## src/rtl/logic_unit_pkg.sv

```systemverilog
// Shared definitions for the pipelined bitwise logic unit: op encoding and popcount width.
// The optional popcount output is enabled with LOGIC_UNIT_POPCNT_EN.
package logic_unit_pkg;

  typedef logic [2:0] op_t;

  localparam op_t OP_AND   = 3'b000;
  localparam op_t OP_OR    = 3'b001;
  localparam op_t OP_XOR   = 3'b010;
  localparam op_t OP_NOR   = 3'b011;
  localparam op_t OP_NAND  = 3'b100;
  localparam op_t OP_XNOR  = 3'b101;
  localparam op_t OP_ANDN  = 3'b110;
  localparam op_t OP_PASSA = 3'b111;

  function automatic int popcnt_w(input int width);
    return $clog2(width + 1);
  endfunction

endpackage

```

## src/rtl/logic_unit_core.sv

```systemverilog
// Combinational op/A/B -> result selector feeding the first pipeline stage.
module logic_unit_core
  import logic_unit_pkg::*;
#(
  parameter int WIDTH = 32
) (
  input  op_t              op_i,
  input  logic [WIDTH-1:0] a_i,
  input  logic [WIDTH-1:0] b_i,
  output logic [WIDTH-1:0] res_o
);

  always_comb begin
    case (op_i)
      OP_AND:  res_o = a_i & b_i;
      OP_OR:   res_o = a_i | b_i;
      OP_XOR:  res_o = a_i ^ b_i;
      OP_NOR:  res_o = ~(a_i | b_i);
      OP_NAND: res_o = ~(a_i & b_i);
      OP_XNOR: res_o = ~(a_i ^ b_i);
      OP_ANDN: res_o = a_i & ~b_i;
      default: res_o = a_i;
    endcase
  end

endmodule

```

## src/rtl/logic_unit_pipe.sv

```systemverilog
// Two-stage bitwise logic unit with valid/ready at both ends and full backpressure.
// Defining LOGIC_UNIT_POPCNT_EN adds a popcnt output computed alongside the flags.
module logic_unit_pipe
  import logic_unit_pkg::*;
#(
  parameter int WIDTH = 32,
  parameter int TAG_W = 4
) (
  input  logic             clk,
  input  logic             rst_n,
  input  logic             in_valid,
  output logic             in_ready,
  input  logic [WIDTH-1:0] A,
  input  logic [WIDTH-1:0] B,
  input  logic [2:0]       op,
  input  logic [TAG_W-1:0] in_tag,
  output logic             out_valid,
  input  logic             out_ready,
  output logic [WIDTH-1:0] C,
  output logic             zero,
  output logic             ones,
  output logic [TAG_W-1:0] out_tag
`ifdef LOGIC_UNIT_POPCNT_EN
  ,
  output logic [popcnt_w(WIDTH)-1:0] popcnt
`endif
);

  logic             s1_valid_q, s1_valid_d;
  logic [WIDTH-1:0] s1_res_q;
  logic [TAG_W-1:0] s1_tag_q;
  logic             s2_valid_q, s2_valid_d;
  logic [WIDTH-1:0] c_q;
  logic             zero_q, ones_q;
  logic [TAG_W-1:0] s2_tag_q;
  logic [WIDTH-1:0] core_res;
  logic             s1_adv, s2_adv, s1_load, s2_load;
  logic             zero_d, ones_d;

  logic_unit_core #(.WIDTH(WIDTH)) u_core (
    .op_i  (op),
    .a_i   (A),
    .b_i   (B),
    .res_o (core_res)
  );

  // A stage may advance when it is empty or its downstream is advancing.
  assign s2_adv   = !s2_valid_q | out_ready;
  assign s1_adv   = !s1_valid_q | s2_adv;
  assign in_ready = s1_adv;

  assign s1_load    = s1_adv & in_valid;
  assign s2_load    = s2_adv & s1_valid_q;
  assign s1_valid_d = s1_adv ? in_valid : s1_valid_q;
  assign s2_valid_d = s2_adv ? s1_valid_q : s2_valid_q;
  assign zero_d     = (s1_res_q == '0);
  assign ones_d     = &s1_res_q;

  always_ff @(posedge clk or negedge rst_n) begin
    if (!rst_n) begin
      s1_valid_q <= 1'b0;
      s1_res_q   <= '0;
      s1_tag_q   <= '0;
      s2_valid_q <= 1'b0;
      c_q        <= '0;
      zero_q     <= 1'b0;
      ones_q     <= 1'b0;
      s2_tag_q   <= '0;
    end else begin
      s1_valid_q <= s1_valid_d;
      s2_valid_q <= s2_valid_d;
      if (s1_load) begin
        s1_res_q <= core_res;
        s1_tag_q <= in_tag;
      end
      if (s2_load) begin
        c_q      <= s1_res_q;
        zero_q   <= zero_d;
        ones_q   <= ones_d;
        s2_tag_q <= s1_tag_q;
      end
    end
  end

  assign out_valid = s2_valid_q;
  assign C         = c_q;
  assign zero      = zero_q;
  assign ones      = ones_q;
  assign out_tag   = s2_tag_q;

`ifdef LOGIC_UNIT_POPCNT_EN
  localparam int PCW = popcnt_w(WIDTH);
  logic [PCW-1:0] popcnt_d, popcnt_q;

  always_comb begin
    popcnt_d = '0;
    for (int i = 0; i < WIDTH; i++) begin
      popcnt_d = popcnt_d + PCW'(s1_res_q[i]);
    end
  end

  always_ff @(posedge clk or negedge rst_n) begin
    if (!rst_n) begin
      popcnt_q <= '0;
    end else if (s2_load) begin
      popcnt_q <= popcnt_d;
    end
  end

  assign popcnt = popcnt_q;
`endif

endmodule
```

## config.mk

```make
export PLATFORM = sky130hd
export DESIGN_NAME = logic_unit_pipe
export DESIGN_NICKNAME = d
export VERILOG_FILES = /design/src/rtl/logic_unit_pkg.sv /design/src/rtl/logic_unit_core.sv /design/src/rtl/logic_unit_pipe.sv
export SDC_FILE = /design/constraint.sdc
export NUM_CORES = 1
export LEC_CHECK = 0
export BUFFER_PORTS_ARGS = -buffer_cell sky130_fd_sc_hd__buf_2
export CORE_UTILIZATION = 57
export DETAILED_ROUTE_END_ITERATION = 8
export PLACE_DENSITY = 0.81
export SYNTH_ARGS = -nofsm -noshare
export SYNTH_HDL_FRONTEND = slang
export SYNTH_SLANG_ARGS = --single-unit
```

## constraint.sdc

```tcl
create_clock -name clk -period 1.8 [get_ports clk]
set_input_delay 0.18 -clock clk [delete_from_list [all_inputs] [get_ports clk]]
set_output_delay 0.18 -clock clk [all_outputs]
set_load 0.02 [all_outputs]
```

### Yosys cells after proc, flatten, opt, wreduce, memory -nomap -nowiden

Index checks and enable logic that the tools add are counted.

* output and inout port bits: 40
* input bits: 75
* word-level logic and storage cells: 32
* register bits after elaboration: 76

* multiplexer cells: 1
* reduce and logical (&&, ||, !) cells: 5
* bitwise operators: 12
* eq/ne operators: 6

Operators with widths (number)
* one-hot mux 32 bit (7 select lines): 1
* NOT 32 bit: 4
* bitwise AND 32 bit: 2
* zero test 32 bit: 1
* OR 32 bit: 1
* AND reduction 32 bit: 1
* bitwise XOR 32 bit: 1
* == test 3 bit (second input constant): 3
* == test 3 x 2 -> 1 bit (second input constant): 2
* == test 3 x 1 -> 1 bit (second input constant): 1
* zero test 3 bit: 1
* bitwise AND 1 bit: 2
* zero test 1 bit: 2
* OR 1 bit: 2

### Depth between registers and ports, before layout

* depth after elaboration: 4
* gate-level depth with buffers: 7
* mapped depth without buffers: 6

### Hierarchy

From an unflattened synthesis, not the netlist that was laid out.

* cells, all modules: 611
* area total of the unflattened synthesis: 6471.2 um^2

By module, submodules not included
* logic_unit_core: area an instance 3488.3 um^2, cells each 424, times used 1, seq. area each 0.0 um^2
* logic_unit_pipe: area an instance 2982.9 um^2, cells each 187, times used 1, seq. area each 1901.8 um^2

### Least setup slack after synthesis

Ideal clock, no wire load.

* path kind: register -> register
* start point: reg s2_valid_q, in the netlist out_valid
* end point: reg s1_res_q[1]
* setup slack: 215 ps
* setup time: 121 ps
* arrival time: 1464 ps
* stages on the path, launching flop included: 6
* buffers on the path: 1
* clock period less this slack: 1585 ps
* cell sequence: dfrtp_1 -> nand3b_1 -> nand2_1 -> clkbuf_1 -> nor2_1 -> a22o_1

* longest elaborated chain between the ends: 4

Ends and longest elaborated chain
* start, declared: RTL line logic_unit_pipe.sv:32 `logic s2_valid_q, s2_valid_d;`
* start signal, assigned: RTL line logic_unit_pipe.sv:71 `s2_valid_q <= s2_valid_d;`
* zero test 1 bit: RTL line logic_unit_pipe.sv:48 `assign s2_adv = !s2_valid_q | out_ready;`
* OR 1 bit: RTL line logic_unit_pipe.sv:48
* OR 1 bit: RTL line logic_unit_pipe.sv:49 `assign s1_adv = !s1_valid_q | s2_adv;`
* named net in_ready: RTL line logic_unit_pipe.sv:12 `output logic in_ready,`
* bitwise AND 1 bit: RTL line logic_unit_pipe.sv:52 `assign s1_load = s1_adv & in_valid;`
* end signal, assigned: RTL line logic_unit_pipe.sv:73 `s1_res_q <= core_res;`
* end, declared: RTL line logic_unit_pipe.sv:30 `logic [WIDTH-1:0] s1_res_q;`

The timed path passes the listed nets, and every way through them passes these cells.
A chain may end at the register's enable or synchronous reset.

### Worst setup path after layout

* start point: reg s2_valid_q, in the netlist out_valid
* end point: reg s1_res_q[11]

* longest elaborated chain between the ends: 4

Ends and longest elaborated chain (RTL line)
* zero test 1 bit: logic_unit_pipe.sv:48
* OR 1 bit: logic_unit_pipe.sv:48
* OR 1 bit: logic_unit_pipe.sv:49
* bitwise AND 1 bit: logic_unit_pipe.sv:52

Every way passes these cells.

==> results.sh <==
export IMPL_status="finished, final reports clean"
export IMPL_min_from="in_valid"
export IMPL_layout_setup_ws_ns=0.366
export IMPL_grt_usage_pct=27.3
export IMPL_cts_root_buffer="clkbuf_8"
export IMPL_start_util_pct=58.6
export IMPL_avgSynthCellArea_sq_um=10.3
export IMPL_rsz0062_at_grt="no"
export IMPL_drive_gt1_share_pct=27.3
export IMPL_path_max_fanout=64
export IMPL_pin_count=115
export IMPL_drv_cap=0
export IMPL_drt_iter0_drc=384
export IMPL_pre_cts_ws_ns=0.200
export IMPL_hp_class="input port to flop"
export IMPL_nets=892
export IMPL_via_count=5164
export IMPL_antenna_found_initial=0
export IMPL_wire_per_inst_microns=17.9
export IMPL_p_leak_nw=3.74
export IMPL_period_share_pct=79.7
export IMPL_fin_util_pct=66.9
export IMPL_hpwl_mm=11.5
export IMPL_worst_pin_slew_ns=0.402
export IMPL_grt_overflow=0
export IMPL_fin_worst_skew_ns=0.00909
export IMPL_rr_startpoint="out_valid$_DFFE_PN0P_"
export IMPL_place_congestion=0.824
export IMPL_synth_top_family_by_area="adder cells"
export IMPL_cts_repair_resized=0
export IMPL_ys_seq_elements=76
export IMPL_syn2layout_area_growth_pct=14.1
export IMPL_ys_seq_area_share_pct=29.8
export IMPL_rrSetupSlack_ns=0.37
export IMPL_irDropWorstVdd_v=0.000547
export IMPL_tns_ns=0
export IMPL_clkSlewWorstSetupHoldPaths_ns=0.08
export IMPL_core_sq_um=10900
export IMPL_postRouteAntennaNets=0
export IMPL_syn_area_sq_um=6380
export IMPL_yosysUniqueCellTypes=34
export IMPL_cts_tree="done"
export IMPL_grt_pass1_vias=5135
export IMPL_clock_latency_ns=0.36
export IMPL_synthCells=619
export IMPL_die_w_microns=108
export IMPL_grt_max_degree=65
export IMPL_synth_simple_area_share_pct=7.71
export IMPL_io_buffers=114
export IMPL_drv_slew=0
export IMPL_design_area_sq_um=7280
export IMPL_design_die_area_sq_um=11600
export IMPL_synth_xor_area_share_pct=4.39
export IMPL_rows=38
export IMPL_via_per_inst=5.96
export IMPL_power_density_nw_per_um2=809
export IMPL_end_kind="flop"
export IMPL_drt_first_pass_iters=5
export IMPL_fmax_mhz=697
export IMPL_cts_buffers=9
export IMPL_hold_slack_ns=0.0516
export IMPL_hold_viol=0
export IMPL_synth_fp_nets=790
export IMPL_crit_type="flop to flop"
export IMPL_grt_pass1_wl_mm=24.5
export IMPL_crit_start="out_valid$_DFFE_PN0P_"
export IMPL_diodes=0
export IMPL_drc=0
export IMPL_htreeDepth=3
export IMPL_arrival_ns=1.68
export IMPL_fp_dieH_microns=108
export IMPL_synth_warnings=0
export IMPL_synthMuxAreaShare_pct=16.7
export IMPL_cts_sinks=76
export IMPL_dpl_cell_area_sq_um=7030
export IMPL_cts_buffer_depth=2
export IMPL_slew_limit_headroom_pct=73.2
export IMPL_setup_viol=0
export IMPL_synth_adder_area_share_pct=18.8
export IMPL_synth_compound_area_share_pct=13.7
export IMPL_finalCriticalPeriod_ns=1.43
export IMPL_timing_critical_path_required_ns=2.05
export IMPL_critPathLaunchType="flop"
export IMPL_wl_mm=15.5
==> layer usage <==
metal  vias up  routed length (microns)  track usage, %
met3        40                      943            3.33
met5         -                        0               0
li1       2425                        -               -
met1      2494                     6700            34.6
met2       205                     7510            46.5
met4         0                      376            12.1
==> cell families after synthesis <==
| family | after synthesis |
|---|---|
| adder cells (fa/ha/maj) | 96 |
| AO/OA/AOI/OAI | 101 |
| buffers and inverters | 108 |
| multiplexers | 101 |
| XOR/XNOR | 32 |
| flip-flops | 76 |
| AND/OR/NAND/NOR | 105 |
==> layout make-up <==
class / instances / area, sq um
Tap cell: 140 / 175
Timing Repair Buffer: 135 / 811
Multi-Input combinational cell: 435 / 3920
Inverter: 64 / 240
Sequential cell: 76 / 1900
Clock inverter: 5 / 83.8
Fill cell: 829 / 3610
Clock buffer: 11 / 151
==> cell usage in the layout (no fill, tap or decap), drive strengths merged <==
master,n
a211o,3
a22o,29
a31oi,3
buf,134
bufinv,2
clkbuf,11
clkinv,1
clkinvlp,2
dfrtp,76
dlygate4sd3,1
ha,96
inv,64
mux2,43
mux2i,58
nand2,9
nand2b,6
nand3,1
nand3b,1
nand4,10
nor2,62
nor2b,3
nor4,10
o21ai,1
o221ai,58
o22ai,3
o31ai,4
or2,1
or3b,2
xnor2,32
==> registers in the layout, indices dropped and copies added (netlist names) <==
name,cells
s1_tag_q,4
s1_valid_q,1
C,32
out_tag,4
zero,1
ones,1
s1_res_q,32
out_valid,1
==> final timing paths <==
path	end	cells past startpoint
max reg2reg	s1_res_q[11]$_DFFE_PN0P_	5
max	s1_res_q[11]$_DFFE_PN0P_	5
min in group asynchronous	s1_res_q[24]$_DFFE_PN0P_	2
max in group asynchronous	C[21]$_DFFE_PN0P_	3
min	s1_valid_q$_DFFE_PN0N_	2
min reg2reg	zero$_DFFE_PN0P_	2
==> per-stage QoR <==
stage | std cells | power (mW)
floorplan | 619 | 3.66
global route | 866 | 6.18
CTS | 866 | 5.90
finish | 866 | 5.89
global placement | 849 | 4.25
detailed placement | 849 | 4.39
==> synthesized netlist by cell type, drive strengths merged <==
master	n	area share, %
o22ai	3	0.39
nand3	1	0.078
o221ai	58	8.0
inv	64	3.8
o31ai	4	0.55
nor2	62	3.6
clkbuf	10	0.59
nand2	9	0.53
dfrtp	76	30
nand3b	1	0.12
mux2i	58	9.1
nor2b	3	0.29
a211o	3	0.41
a31oi	3	0.29
nor4	10	0.98
mux2	43	7.6
buf	34	4.5
o21ai	1	0.078
a22o	29	4.0
ha	96	19
xnor2	32	4.4
or2	1	0.098
nand2b	6	0.71
or3b	2	0.27
nand4	10	0.98
==> worst max-delay path, cell delays in order, from the launching register on <==
cell and delay [ns]:
dfrtp_1 0.37, nand3b_1 0.13, nand2_2 0.19, buf_12 0.29, nor2_1 0.10, a22o_1 0.21
==> what timing repair did <==
item | CTS | global route
hold buffers | 1 | 0
hold endpoints to repair | 18 | 0
setup buffers | 0 | 0
==> where the power goes <==
part / switching [mW] / internal (mW) / leakage (nW)
combinational: 1.08 / 0.891 / 2.69
sequential: 0.317 / 2.08 / 0.939
clock: 0.663 / 0.859 / 0.112
total: 2.07 / 3.83 / 3.74
No activity file was read; power rests on OpenSTA's default activity.
